$ cat config.mk
export PLATFORM = sky130hd
export DESIGN_NAME = multicycle_control_unit
export DESIGN_NICKNAME = d
export VERILOG_FILES = /design/src/rtl/multicycle_control_unit.sv
export SDC_FILE = /design/constraint.sdc
export NUM_CORES = 1
export LEC_CHECK = 0
export CAP_MARGIN = 20
export CORE_MARGIN = 1.5
export CORE_UTILIZATION = 30
export DETAILED_ROUTE_END_ITERATION = 8
export GPL_ROUTABILITY_DRIVEN = 0
export PLACE_DENSITY = 0.53
export SETUP_SLACK_MARGIN = 0.05
export SLEW_MARGIN = 15
export SYNTH_ARGS = -nofsm -noshare
export SYNTH_HDL_FRONTEND = slang
export SYNTH_SLANG_ARGS = --single-unit
$ cat constraint.sdc
create_clock -name clk -period 2.3 [get_ports clk]
set_input_delay 0.345 -clock clk [delete_from_list [all_inputs] [get_ports clk]]
set_output_delay 0.345 -clock clk [all_outputs]
set_load 0.02 [all_outputs]
$ cat src/rtl/multicycle_control_unit.sv
// Multi-cycle control unit: steps each instruction through fetch, decode,
// execute, memory and writeback states and drives the datapath strobes.
// Memory states wait on mem_ready, and a wait that runs too long parks the
// unit in HALT until reset.
module multicycle_control_unit #(
  parameter int ALU_CTRL_W  = 4,
  parameter int MEM_TIMEOUT = 15
) (
  input  logic                  clk,
  input  logic                  rst,
  input  logic [5:0]            Opcode,
  input  logic [5:0]            Func,
  input  logic                  mem_ready,
  output logic                  ALUSrc,
  output logic                  RegDst,
  output logic                  RegWrite,
  output logic [ALU_CTRL_W-1:0] ALUControl,
  output logic                  MemRead,
  output logic                  MemWrite,
  output logic                  MemToReg,
  output logic                  IRWrite,
  output logic                  PCWrite,
  output logic                  instr_done,
  output logic                  illegal,
  output logic                  halted,
  output logic [3:0]            state
);

  typedef enum logic [3:0] {
    FETCH    = 4'd0,
    DECODE   = 4'd1,
    EXEC_R   = 4'd2,
    EXEC_I   = 4'd3,
    MEM_ADDR = 4'd4,
    MEM_RD   = 4'd5,
    MEM_WR   = 4'd6,
    WB_R     = 4'd7,
    WB_I     = 4'd8,
    WB_MEM   = 4'd9,
    ILLEGAL  = 4'd10,
    HALT     = 4'd11
  } state_e;

  localparam logic [3:0] ALU_ADD = 4'b0010;
  localparam logic [3:0] ALU_SUB = 4'b0110;
  localparam logic [3:0] ALU_AND = 4'b0000;
  localparam logic [3:0] ALU_OR  = 4'b0001;
  localparam logic [3:0] ALU_XOR = 4'b0011;
  localparam logic [3:0] ALU_SLT = 4'b0111;

  localparam logic [5:0] OP_RTYPE = 6'b000000;
  localparam logic [5:0] OP_ADDI  = 6'b001000;
  localparam logic [5:0] OP_ANDI  = 6'b001100;
  localparam logic [5:0] OP_ORI   = 6'b001101;
  localparam logic [5:0] OP_XORI  = 6'b001110;
  localparam logic [5:0] OP_LW    = 6'b100011;
  localparam logic [5:0] OP_SW    = 6'b101011;

  // The counter never has to hold MEM_TIMEOUT itself: the wait cycle that
  // would bring it there goes straight to HALT instead.
  localparam int              CNT_W    = $clog2(MEM_TIMEOUT + 1);
  localparam logic [CNT_W-1:0] LIMIT_M1 = CNT_W'(MEM_TIMEOUT - 1);

  state_e           state_q, state_d;
  logic [CNT_W-1:0] cnt_q, cnt_d;
  logic [5:0]       op_q, op_d;
  logic [5:0]       func_q, func_d;
  logic [3:0]       aluCode;
  logic             timeoutHit;
  logic [CNT_W-1:0] cntInc;

  function automatic logic rFuncLegal(input logic [5:0] f);
    case (f)
      6'b100000, 6'b100010, 6'b100100,
      6'b100101, 6'b100110, 6'b101010: rFuncLegal = 1'b1;
      default:                         rFuncLegal = 1'b0;
    endcase
  endfunction

  function automatic logic [3:0] rAluCode(input logic [5:0] f);
    case (f)
      6'b100010: rAluCode = ALU_SUB;
      6'b100100: rAluCode = ALU_AND;
      6'b100101: rAluCode = ALU_OR;
      6'b100110: rAluCode = ALU_XOR;
      6'b101010: rAluCode = ALU_SLT;
      default:   rAluCode = ALU_ADD;
    endcase
  endfunction

  function automatic logic [3:0] iAluCode(input logic [5:0] op);
    case (op)
      OP_ANDI: iAluCode = ALU_AND;
      OP_ORI:  iAluCode = ALU_OR;
      OP_XORI: iAluCode = ALU_XOR;
      default: iAluCode = ALU_ADD;
    endcase
  endfunction

  assign timeoutHit = (cnt_q == LIMIT_M1);
  assign cntInc     = cnt_q + CNT_W'(1);

  // State, wait counter and latched instruction fields.
  always_ff @(posedge clk or posedge rst) begin
    if (rst) begin
      state_q <= FETCH;
      cnt_q   <= '0;
      op_q    <= '0;
      func_q  <= '0;
    end else begin
      state_q <= state_d;
      cnt_q   <= cnt_d;
      op_q    <= op_d;
      func_q  <= func_d;
    end
  end

  // Next-state decode and per-state strobes; all outputs held low during reset.
  always_comb begin
    state_d    = state_q;
    cnt_d      = '0;
    op_d       = op_q;
    func_d     = func_q;
    aluCode    = ALU_ADD;
    ALUSrc     = 1'b0;
    RegDst     = 1'b0;
    RegWrite   = 1'b0;
    MemRead    = 1'b0;
    MemWrite   = 1'b0;
    MemToReg   = 1'b0;
    IRWrite    = 1'b0;
    PCWrite    = 1'b0;
    instr_done = 1'b0;
    illegal    = 1'b0;
    halted     = 1'b0;
    case (state_q)
      FETCH: begin
        MemRead = 1'b1;
        if (mem_ready) begin
          IRWrite = 1'b1;
          PCWrite = 1'b1;
          state_d = DECODE;
        end else if (timeoutHit) begin
          state_d = HALT;
        end else begin
          cnt_d = cntInc;
        end
      end
      DECODE: begin
        op_d   = Opcode;
        func_d = Func;
        case (Opcode)
          OP_RTYPE:                         state_d = rFuncLegal(Func) ? EXEC_R : ILLEGAL;
          OP_ADDI, OP_ANDI, OP_ORI, OP_XORI: state_d = EXEC_I;
          OP_LW, OP_SW:                     state_d = MEM_ADDR;
          default:                          state_d = ILLEGAL;
        endcase
      end
      EXEC_R: begin
        aluCode = rAluCode(func_q);
        state_d = WB_R;
      end
      WB_R: begin
        aluCode    = rAluCode(func_q);
        RegWrite   = 1'b1;
        RegDst     = 1'b1;
        instr_done = 1'b1;
        state_d    = FETCH;
      end
      EXEC_I: begin
        ALUSrc  = 1'b1;
        aluCode = iAluCode(op_q);
        state_d = WB_I;
      end
      WB_I: begin
        ALUSrc     = 1'b1;
        aluCode    = iAluCode(op_q);
        RegWrite   = 1'b1;
        instr_done = 1'b1;
        state_d    = FETCH;
      end
      MEM_ADDR: begin
        ALUSrc  = 1'b1;
        state_d = (op_q == OP_LW) ? MEM_RD : MEM_WR;
      end
      MEM_RD: begin
        MemRead = 1'b1;
        if (mem_ready) begin
          state_d = WB_MEM;
        end else if (timeoutHit) begin
          state_d = HALT;
        end else begin
          cnt_d = cntInc;
        end
      end
      WB_MEM: begin
        RegWrite   = 1'b1;
        MemToReg   = 1'b1;
        instr_done = 1'b1;
        state_d    = FETCH;
      end
      MEM_WR: begin
        MemWrite = 1'b1;
        if (mem_ready) begin
          instr_done = 1'b1;
          state_d    = FETCH;
        end else if (timeoutHit) begin
          state_d = HALT;
        end else begin
          cnt_d = cntInc;
        end
      end
      ILLEGAL: begin
        illegal = 1'b1;
        state_d = FETCH;
      end
      HALT: begin
        halted = 1'b1;
      end
      default: begin
        state_d = FETCH;
      end
    endcase
    ALUControl = ALU_CTRL_W'(aluCode);
    state      = state_q;
    if (rst) begin
      ALUSrc     = 1'b0;
      RegDst     = 1'b0;
      RegWrite   = 1'b0;
      MemRead    = 1'b0;
      MemWrite   = 1'b0;
      MemToReg   = 1'b0;
      IRWrite    = 1'b0;
      PCWrite    = 1'b0;
      instr_done = 1'b0;
      illegal    = 1'b0;
      halted     = 1'b0;
      ALUControl = '0;
      state      = 4'd0;
    end
  end

endmodule

==> results of run 1 <==
==> final cells by class <==
class,count,area (um2)
Clock buffer,4,55.1
Fill cell,417,2510
Inverter,4,15.0
Multi-Input combinational cell,112,811
Sequential cell,20,500
Tap cell,52,65.1
Timing Repair Buffer,50,432
==> what timing repair did <==
item / 4_1_cts / 5_1_grt
setup endpoints to repair: 14 / 3
buffers inserted: 0 / 0
gates resized for setup: 16 / 7
==> cell usage after synthesis (2+ instances only) <==
library cell	instances
nand2_1	7
a21oi_1	4
nand3_1	4
buf_4	4
nand2b_1	5
buf_2	3
mux2_2	12
o21ai_0	5
o31a_1	2
a211oi_1	2
nor3b_1	2
clkbuf_1	2
nor3_1	7
inv_2	2
inv_1	2
nor4b_1	3
ha_1	2
nor2b_1	4
nor2_1	17
o2111a_1	2
xor2_1	2
xnor2_1	3
dfrtp_1	20
a31oi_1	3
or2_1	3
==> stage by stage <==
stage / setup WS [ns] / area [um2]
2_1_floorplan: 0.110 / 1380
3_3_place_gp: 0.0291 / 1830
3_5_place_dp: 0.0196 / 1830
4_1_cts: 0.0265 / 1880
5_1_grt: 0.0220 / 1880
6_report: 0.123 / 1880
==> where the power goes <==
group	switching (mW)	internal (mW)	leakage, nW
clock	0.119	0.152	0.0288
sequential	0	0.351	0.264
combinational	0.0374	0.0363	0.537
==> registers in the layout, summed over array words and instances (netlist names) <==
name / count
state_q: 4
func_q: 6
op_q: 6
cnt_q: 4
==> metal layers <==
layer,part of all wire [%],track usage [%],vias to the layer above
met5,0,0,-
met4,0.39,2.73,0
met2,49,25.0,23
met3,3.6,3.28,2
li1,-,-,615
met1,47,18.7,624
==> worst paths after layout <==
check	startpoint	slack, ns	to	depth (start not counted)
min in group asynchronous	rst	0.71	state_q[1]	4
max reg2reg	state_q[3]	0.50	op_q[3]	4
min	cnt_q[0]	0.49	cnt_q[0]	1
min reg2reg	cnt_q[0]	0.49	cnt_q[0]	1
max	op_q[5]	0.12	ALUControl[0]	5
max in group asynchronous	rst	1.36	cnt_q[2]	4
==> kinds of logic after synthesis <==
group	share of synthesized area (%)
muxes	9.83
DFF	36.4
other	0.273
xor gates and xnor gates	3.19
AOI/OAI and AO/OA	16.8
adders and majority gates	1.82
and+or+nand+nor	25.9
buffers and inverters	5.73
==> cell usage in the layout (no fill, tap or decap), drive strengths merged, types with 4 or more instances in the layout <==
master         count
a21oi              4
buf               18
clkbuf             6
clkdlybuf4s50     18
dfrtp             20
dlygate4sd2       11
inv                4
mux2              12
nand2              7
nand2b             5
nand3              4
nor2              17
nor2b              4
nor3               7
nor4b              4
o21ai              6
==> impl_metrics.py, run 1 <==
metrics = {
    "status": {
        "outcome": "complete, no violations",
    },
    "global_routing": {
        "grt_start_max_net_pins": 21,
        "grt_pass1_vias": 1307,
        "overflow": 0,
        "antenna_found_initial": 0,
        "track_usage_pct": 14.5,
        "grt_pass1_wl_um": 5950,
    },
    "setup_path": {
        "critical_path_required_ns": 1.96,
        "crit_buf_inv": 1,
        "cp-start-kind": "flip-flop",
        "crit_path_end_kind": "output pin",
        "worstSetupPathType": "reg -> out",
        "cp.arrival_ns": 1.83,
        "path_cells": "or4bb_1 -> nor2_1 -> a32oi_1 -> nor2_1 -> clkdlybuf4s15_1",
        "crit_path_frequent_cell": "nor2_1",
        "crit_family": "simple AND/OR/NAND/NOR gates",
        "slowest_stage": "or4bb_1",
        "worst-path-max-fanout": 3,
        "slowest_delay_ns": 0.53,
    },
    "placed_design": {
        "portBuffers": 32,
        "hpwl_um": 2860,
        "place_inst": 238,
    },
    "job": {
        "maxCapViolCount": 0,
    },
    "synth": {
        "synth_nets": 163,
        "synthTopCellsByArea": "dfrtp_1, mux2_2, nor2_1",
        "ys_ff_latch": 20,
        "ys_warn_count": 0,
        "synth_edf_count": 0,
        "yosysSeqAreaShare_pct": 36.4,
        "async_flop_share_pct": 100,
        "synthCells": 146,
        "syn_avg_cell_area_um2": 9.42,
        "ys_types": 49,
        "synth_top_cell_area_share_pct": 36.4,
        "synth_largest_area_cell": "dfrtp_1",
        "synthFlopType": "dfrtp_1",
        "syn_area_um2": 1380,
    },
    "timing": {
        "setup_tns_ns": 0,
        "fmax_mhz": 459,
        "hold_viol_final": 0,
        "period_share_pct": 94.6,
        "final_max_slew_viol_count": 0,
        "setup_viol": 0,
        "worst_clock_skew_ns": 0.00440,
        "timing.hold.ws_ns": 0.491,
        "min_period_ns": 2.18,
        "rsz0062_at_grt": "true",
    },
    "clock_network": {
        "htreeDepth": 1,
        "clk_pin_slew_ns": 0.07,
        "cts.path.max_buffers": 2,
        "cts.sinks": 20,
        "cts_root_buffer": "clkbuf_8",
        "cts_hold_buf": 0,
        "numCtsBuffers": 3,
        "insertion_delay_ns": 0.26,
        "cts_tree": "yes",
    },
    "finish": {
        "syn2layout_area_growth_pct": 36.6,
        "final_layout_size_suffix_gt1_share_pct": 23.7,
        "antenna_cells": 0,
        "fin_cells": 242,
        "fin_util_pct": 42.8,
        "nets": 208,
    },
    "routing": {
        "wl_per_cell_um": 14.9,
        "dr.pass1.iters": 4,
        "routed_wl_um": 3610,
        "viasPerCell": 5.22,
        "drt_iter0_drc": 84,
        "ant_nets": 0,
        "vias": 1264,
        "remaining_drc_errors": 0,
    },
    "pwr": {
        "finalPower_uw": 696,
        "leakagePower_nw": 0.830,
        "peakVddDrop_uv": 251,
        "power_density_nw_per_um2": 371,
    },
    "floorplanning": {
        "die_area_um2": 5000,
        "core_um2": 4380,
        "ioPinCount": 34,
        "die_w_um": 70.7,
        "die_y_um": 70.7,
        "floorplan.initialDensity_pct": 31.4,
        "num_rows": 24,
    },
    "hold_path": {
        "min_path_type": "reg -> reg",
    },
}
Note: power is estimated with default switching activity, not from simulation.
==> run 2, diff against run 1 <==
- CELL_PAD_IN_SITES_DETAIL_PLACEMENT: default -> 0
- CELL_PAD_IN_SITES_GLOBAL_PLACEMENT: default -> 2
- PLACE_DENSITY: 0.53 -> 0.8
==> run 2 against run 1 <==
Against the previous run:
- sequential power barely moved
- routed wire length fell by 0.33%
- clock power barely moved
- flip-flop and latch count did not move
- critical path type is now in -> out
- critical endpoint is now halted
- largest cell class unchanged
- highest routed layer unchanged
==> impl_metrics.py, run 2 (same netlist as run 1, synthesis figures left out) <==
metrics = {
    "timing": {
        "period_share_pct": 94.3,
        "final_max_slew_viol_count": 0,
        "hold_viol_final": 0,
        "setup_viol": 0,
        "setup_ws_ns": 0.130,
        "setup_tns_ns": 0,
        "worst_clock_skew_ns": 0.00238,
        "min_period_ns": 2.17,
        "fmax_mhz": 461,
        "rsz0062_at_grt": "true",
    },
    "setup_path": {
        "cp.arrival_ns": 1.82,
        "crit_buf_inv": 3,
        "rrSetupSlack_ns": 0.58,
        "crit_path_frequent_cell": "clkdlybuf4s50_1",
        "path_cells": "clkdlybuf4s50_1 -> buf_4 -> nor3_1 -> clkdlybuf4s50_1",
        "cp-start-kind": "primary input",
        "crit_family": "buffers and inverters",
        "critical_path_required_ns": 1.96,
        "slowest_stage": "clkdlybuf4s50_1",
        "slowest_delay_ns": 0.62,
        "worst-path-max-fanout": 11,
        "worstSetupPathType": "in -> out",
        "crit_path_end_kind": "output pin",
    },
    "clock_network": {
        "cts_hold_buf": 0,
        "clk_pin_slew_ns": 0.07,
        "htreeDepth": 1,
        "cts_root_buffer": "clkbuf_8",
        "insertion_delay_ns": 0.26,
        "cts_tree": "yes",
        "numCtsBuffers": 3,
        "postCtsSetupBuffers": 0,
        "cts.sinks": 20,
        "cts.path.max_buffers": 2,
    },
    "finish": {
        "nets": 211,
        "final_layout_size_suffix_gt1_share_pct": 24.9,
        "fin_util_pct": 43.5,
        "mostFrequentLayoutCells": "buf_4, dfrtp_1, clkdlybuf4s50_1, nor2_1, mux2_2",
        "fillers": 453,
        "top_regs": "func_q: 6 flops, op_q: 6 flops",
        "antenna_cells": 0,
        "syn2layout_area_growth_pct": 38.6,
        "final_common_cell": "buf_4",
    },
    "global_routing": {
        "grt_pass1_wl_um": 6130,
        "grt_pass1_vias": 1308,
        "grt_start_max_net_pins": 21,
        "overflow": 0,
        "track_usage_pct": 15.0,
        "antenna_found_initial": 0,
    },
    "hold_path": {
        "min_path_type": "reg -> reg",
    },
    "routing": {
        "routed_wl_um": 3600,
        "drt_iter0_drc": 79,
        "viasPerCell": 5.27,
        "vias": 1290,
        "wl_per_cell_um": 14.7,
        "ant_nets": 0,
        "remaining_drc_errors": 0,
        "dr.pass1.iters": 4,
    },
    "placed_design": {
        "portBuffers": 32,
        "hpwl_um": 2880,
        "pre_cts_ws_ns": 0.0274,
    },
    "job": {
        "maxCapViolCount": 0,
    },
    "floorplanning": {
        "num_rows": 24,
        "die_w_um": 70.7,
        "ioPinCount": 34,
        "core_um2": 4380,
        "die_y_um": 70.7,
        "die_area_um2": 5000,
        "floorplan.initialDensity_pct": 31.4,
    },
    "pwr": {
        "leakagePower_nw": 0.852,
        "peakVddDrop_uv": 188,
        "power_density_nw_per_um2": 368,
    },
    "status": {
        "outcome": "complete, no violations",
    },
}
[run 2: cell count changes in the layout (fill, tap and decap cells not counted)]
cell             change
dfrtp_1              -1
buf_4                +3
o22ai_4              -1
dlymetal6s2s_1       +1
clkdlybuf4s15_1      +2
clkbuf_2             -1
dlygate4sd2_1        -3
clkdlybuf4s50_1      +1
dfrtp_2              +1
o22ai_2              +1
[run 2: area by class of cell]
| type | instances | area [um2] | share of cell area (%) |
|---|---|---|---|
| well taps | 52 | 65.1 | 3.41 |
| inverters | 4 | 15.0 | 0.788 |
| clock buffers | 4 | 55.1 | 2.89 |
| flip-flops and latches | 20 | 502 | 26.3 |
| repair buffers | 53 | 465 | 24.4 |
| multi-input cells | 112 | 803 | 42.2 |
[run 2: worst paths after layout]
kind	startpoint	end	cells after the start
min in group asynchronous	rst	state_q[3]	4
max reg2reg	state_q[2]	state_q[3]	6
min reg2reg	cnt_q[0]	cnt_q[0]	1
min	cnt_q[0]	cnt_q[0]	1
max	rst	halted	4
max in group asynchronous	rst	state_q[1]	4
[run 2: layer usage]
metal	up-vias	GRT usage (%)	wire length, um
li1	625	-	-
met1	624	19.4	1540
met2	37	25.3	1810
met3	4	3.28	213
met4	0	4.40	35
met5	-	0	0
[run 2: worst register-to-register path, cell delays in order (launching register included)]
cell,delay [ns]
dfrtp_1,0.42
buf_4,0.19
nor4b_4,0.27
buf_4,0.25
a21boi_1,0.27
o21ai_0,0.12
o21ai_1,0.14
[run 2: repair_timing]
action / 4_1_cts / 5_1_grt
pin swaps: 0 / 0
cloned: 0 / 0
endpoints found under the setup margin: 12 / 6
resized for setup: 14 / 7
[run 2: where the power goes]
group	internal [mW]	total [mW]	leakage [nW]	switching (mW)
logic	0.0383	0.0755	0.559	0.0372
registers	0.351	0.351	0.264	0
clock network	0.153	0.275	0.0288	0.122
total	0.542	0.702	0.852	0.159
[run 2: per-stage QoR]
stage	hold WS, ns	std cells	power (mW)	cell area, um2
global route	0.530	245	0.732	1910
global placement	0.471	241	0.435	1850
CTS	0.501	245	0.712	1900
floorplan	0.454	146	0.387	1380
detailed placement	0.489	241	0.435	1850
finish	0.493	245	0.702	1910
==> run 3, diff against run 2 <==
- TNS_END_PERCENT: default -> 1
==> run 3 against run 2 <==
Against the previous run:
- clock-buffer cell count unchanged
- hold slack about the same
- flip-flop and latch count unchanged
- critical path type is now reg -> out
- sequential power about the same
- combinational power about the same
- first-iteration DRC count up 20%
- clock skew down 0.0012 ns
- power up 0.19%
- register-to-register slack about the same
- final cell count unchanged
- critical endpoint is now PCWrite
- critical path depth up 1
- sequential share of layout area about the same
==> impl_metrics.py, run 3 (same netlist as run 1, synthesis figures left out) <==
metrics = {
    "hold_path": {
        "hold_start": "cnt_q[0]",
        "hold_end": "cnt_q[0]",
        "min_path_type": "reg -> reg",
        "hold-path-cell-count": 1,
    },
    "timing": {
        "min_period_ns": 2.20,
        "final_max_slew_viol_count": 0,
        "setup_tns_ns": 0,
        "worst_clock_skew_ns": 0.00121,
        "period_share_pct": 95.5,
        "fmax_mhz": 455,
        "setup_ws_ns": 0.105,
        "rsz0062_at_grt": "true",
        "setup_viol": 0,
        "timing.hold.ws_ns": 0.493,
        "hold_viol_final": 0,
    },
    "floorplanning": {
        "core_um2": 4380,
        "die_y_um": 70.7,
        "floorplan.initialDensity_pct": 31.4,
        "die_w_um": 70.7,
        "num_rows": 24,
        "ioPinCount": 34,
        "die_area_um2": 5000,
    },
    "setup_path": {
        "cp.arrival_ns": 1.85,
        "r2r_end": "state_q[3]",
        "slowest_stage": "dfrtp_1",
        "cp-start-kind": "flip-flop",
        "crit_buf_inv": 3,
        "crit_family": "buffers and inverters",
        "rrSetupSlack_ns": 0.58,
        "worstRegToRegCells": 6,
        "rr_startpoint": "state_q[2]",
        "crit_path_end_kind": "output pin",
        "path_cells": "or2_1 -> buf_4 -> nor4b_1 -> buf_4 -> dlygate4sd2_1",
        "critical_path_required_ns": 1.96,
        "slowest_delay_ns": 0.44,
        "critPathLaunch": "state_q[0]",
        "crit_path_frequent_cell": "buf_4",
        "worstSetupPathType": "reg -> out",
        "worst-path-max-fanout": 6,
    },
    "finish": {
        "top_regs": "func_q: 6 flops, op_q: 6 flops",
        "mostFrequentLayoutCells": "buf_4, dfrtp_1, clkdlybuf4s50_1, nor2_1, mux2_2",
        "fillers": 455,
        "antenna_cells": 0,
        "final_common_cell": "buf_4",
        "final_layout_size_suffix_gt1_share_pct": 24.4,
        "stdcell_area_um2": 1910,
        "syn2layout_area_growth_pct": 38.7,
        "nets": 211,
        "fin_cells": 245,
    },
    "routing": {
        "ant_nets": 0,
        "remaining_drc_errors": 0,
        "vias": 1294,
        "drt_iter0_drc": 95,
        "viasPerCell": 5.28,
        "routed_wl_um": 3610,
        "dr.pass1.iters": 4,
        "wl_per_cell_um": 14.7,
    },
    "pwr": {
        "peakVddDrop_uv": 188,
        "leakagePower_nw": 0.863,
        "power_density_nw_per_um2": 369,
    },
    "placed_design": {
        "portBuffers": 32,
        "pre_cts_ws_ns": 0.0274,
        "place_inst": 241,
        "placed_area_um2": 1850,
        "hpwl_um": 2880,
    },
    "clock_network": {
        "clk_pin_slew_ns": 0.08,
        "cts.sinks": 20,
        "postCtsSetupBuffers": 0,
        "cts.path.max_buffers": 2,
        "cts_root_buffer": "clkbuf_8",
        "cts_tree": "yes",
        "htreeDepth": 1,
        "numCtsBuffers": 3,
        "insertion_delay_ns": 0.26,
    },
    "global_routing": {
        "grt_pass1_vias": 1308,
        "antenna_found_initial": 0,
        "grt_start_max_net_pins": 21,
        "track_usage_pct": 15.0,
        "grt_pass1_wl_um": 6130,
        "overflow": 0,
    },
    "job": {
        "maxCapViolCount": 0,
    },
    "status": {
        "outcome": "complete, no violations",
    },
}
-- run 3: cell count changes in the layout (fill, tap and decap cells not counted), sizes merged --
cell,delta
clkbuf,-1
dlygate4sd2,+3
clkdlybuf4s15,-2
-- run 3: power by group --
| group | total, mW | internal [mW] | switching (mW) |
|---|---|---|---|
| registers | 0.351 | 0.351 | 0 |
| logic | 0.0755 | 0.0383 | 0.0372 |
| clock network | 0.276 | 0.153 | 0.124 |
-- run 3: area by class of cell --
| type | count | area, um2 | share of cell area (%) |
|---|---|---|---|
| Multi-Input combinational cell | 112 | 803 | 42.1 |
| Timing Repair Buffer | 53 | 467 | 24.5 |
| Sequential cell | 20 | 502 | 26.3 |
| Clock buffer | 4 | 55.1 | 2.89 |
| Tap cell | 52 | 65.1 | 3.41 |
| Inverter | 4 | 15.0 | 0.787 |
-- run 3: per-layer routing --
metal | up-vias | wire (um) | track usage [%]
li1 | 625 | - | -
met1 | 626 | 1560 | 19.4
met2 | 39 | 1810 | 25.3
met3 | 4 | 202 | 3.28
met4 | 0 | 35 | 4.40
met5 | - | 0 | 0
-- run 3: timing repair --
| item | in CTS | in global routing |
|---|---|---|
| endpoints found under the setup margin | 12 | 6 |
| hold buffers | 0 | 0 |
| gates resized for setup | 14 | 3 |
-- run 3: how the worst max path moves through the flow --
stage,to,slack (ns),cells after the start
global route,PCWrite,0.03,5
finish,PCWrite,0.10,5
CTS,PCWrite,0.07,5
detailed placement,MemRead,0.03,4
global placement,IRWrite,0.05,4
floorplan,PCWrite,0.11,4
-- run 3: metrics by stage --
stage,power [mW],utilization [%]
5_1_grt,0.732,43.5
4_1_cts,0.712,43.4
3_5_place_dp,0.435,42.3
6_report,0.703,43.5
2_1_floorplan,0.387,-
3_3_place_gp,0.435,42.3
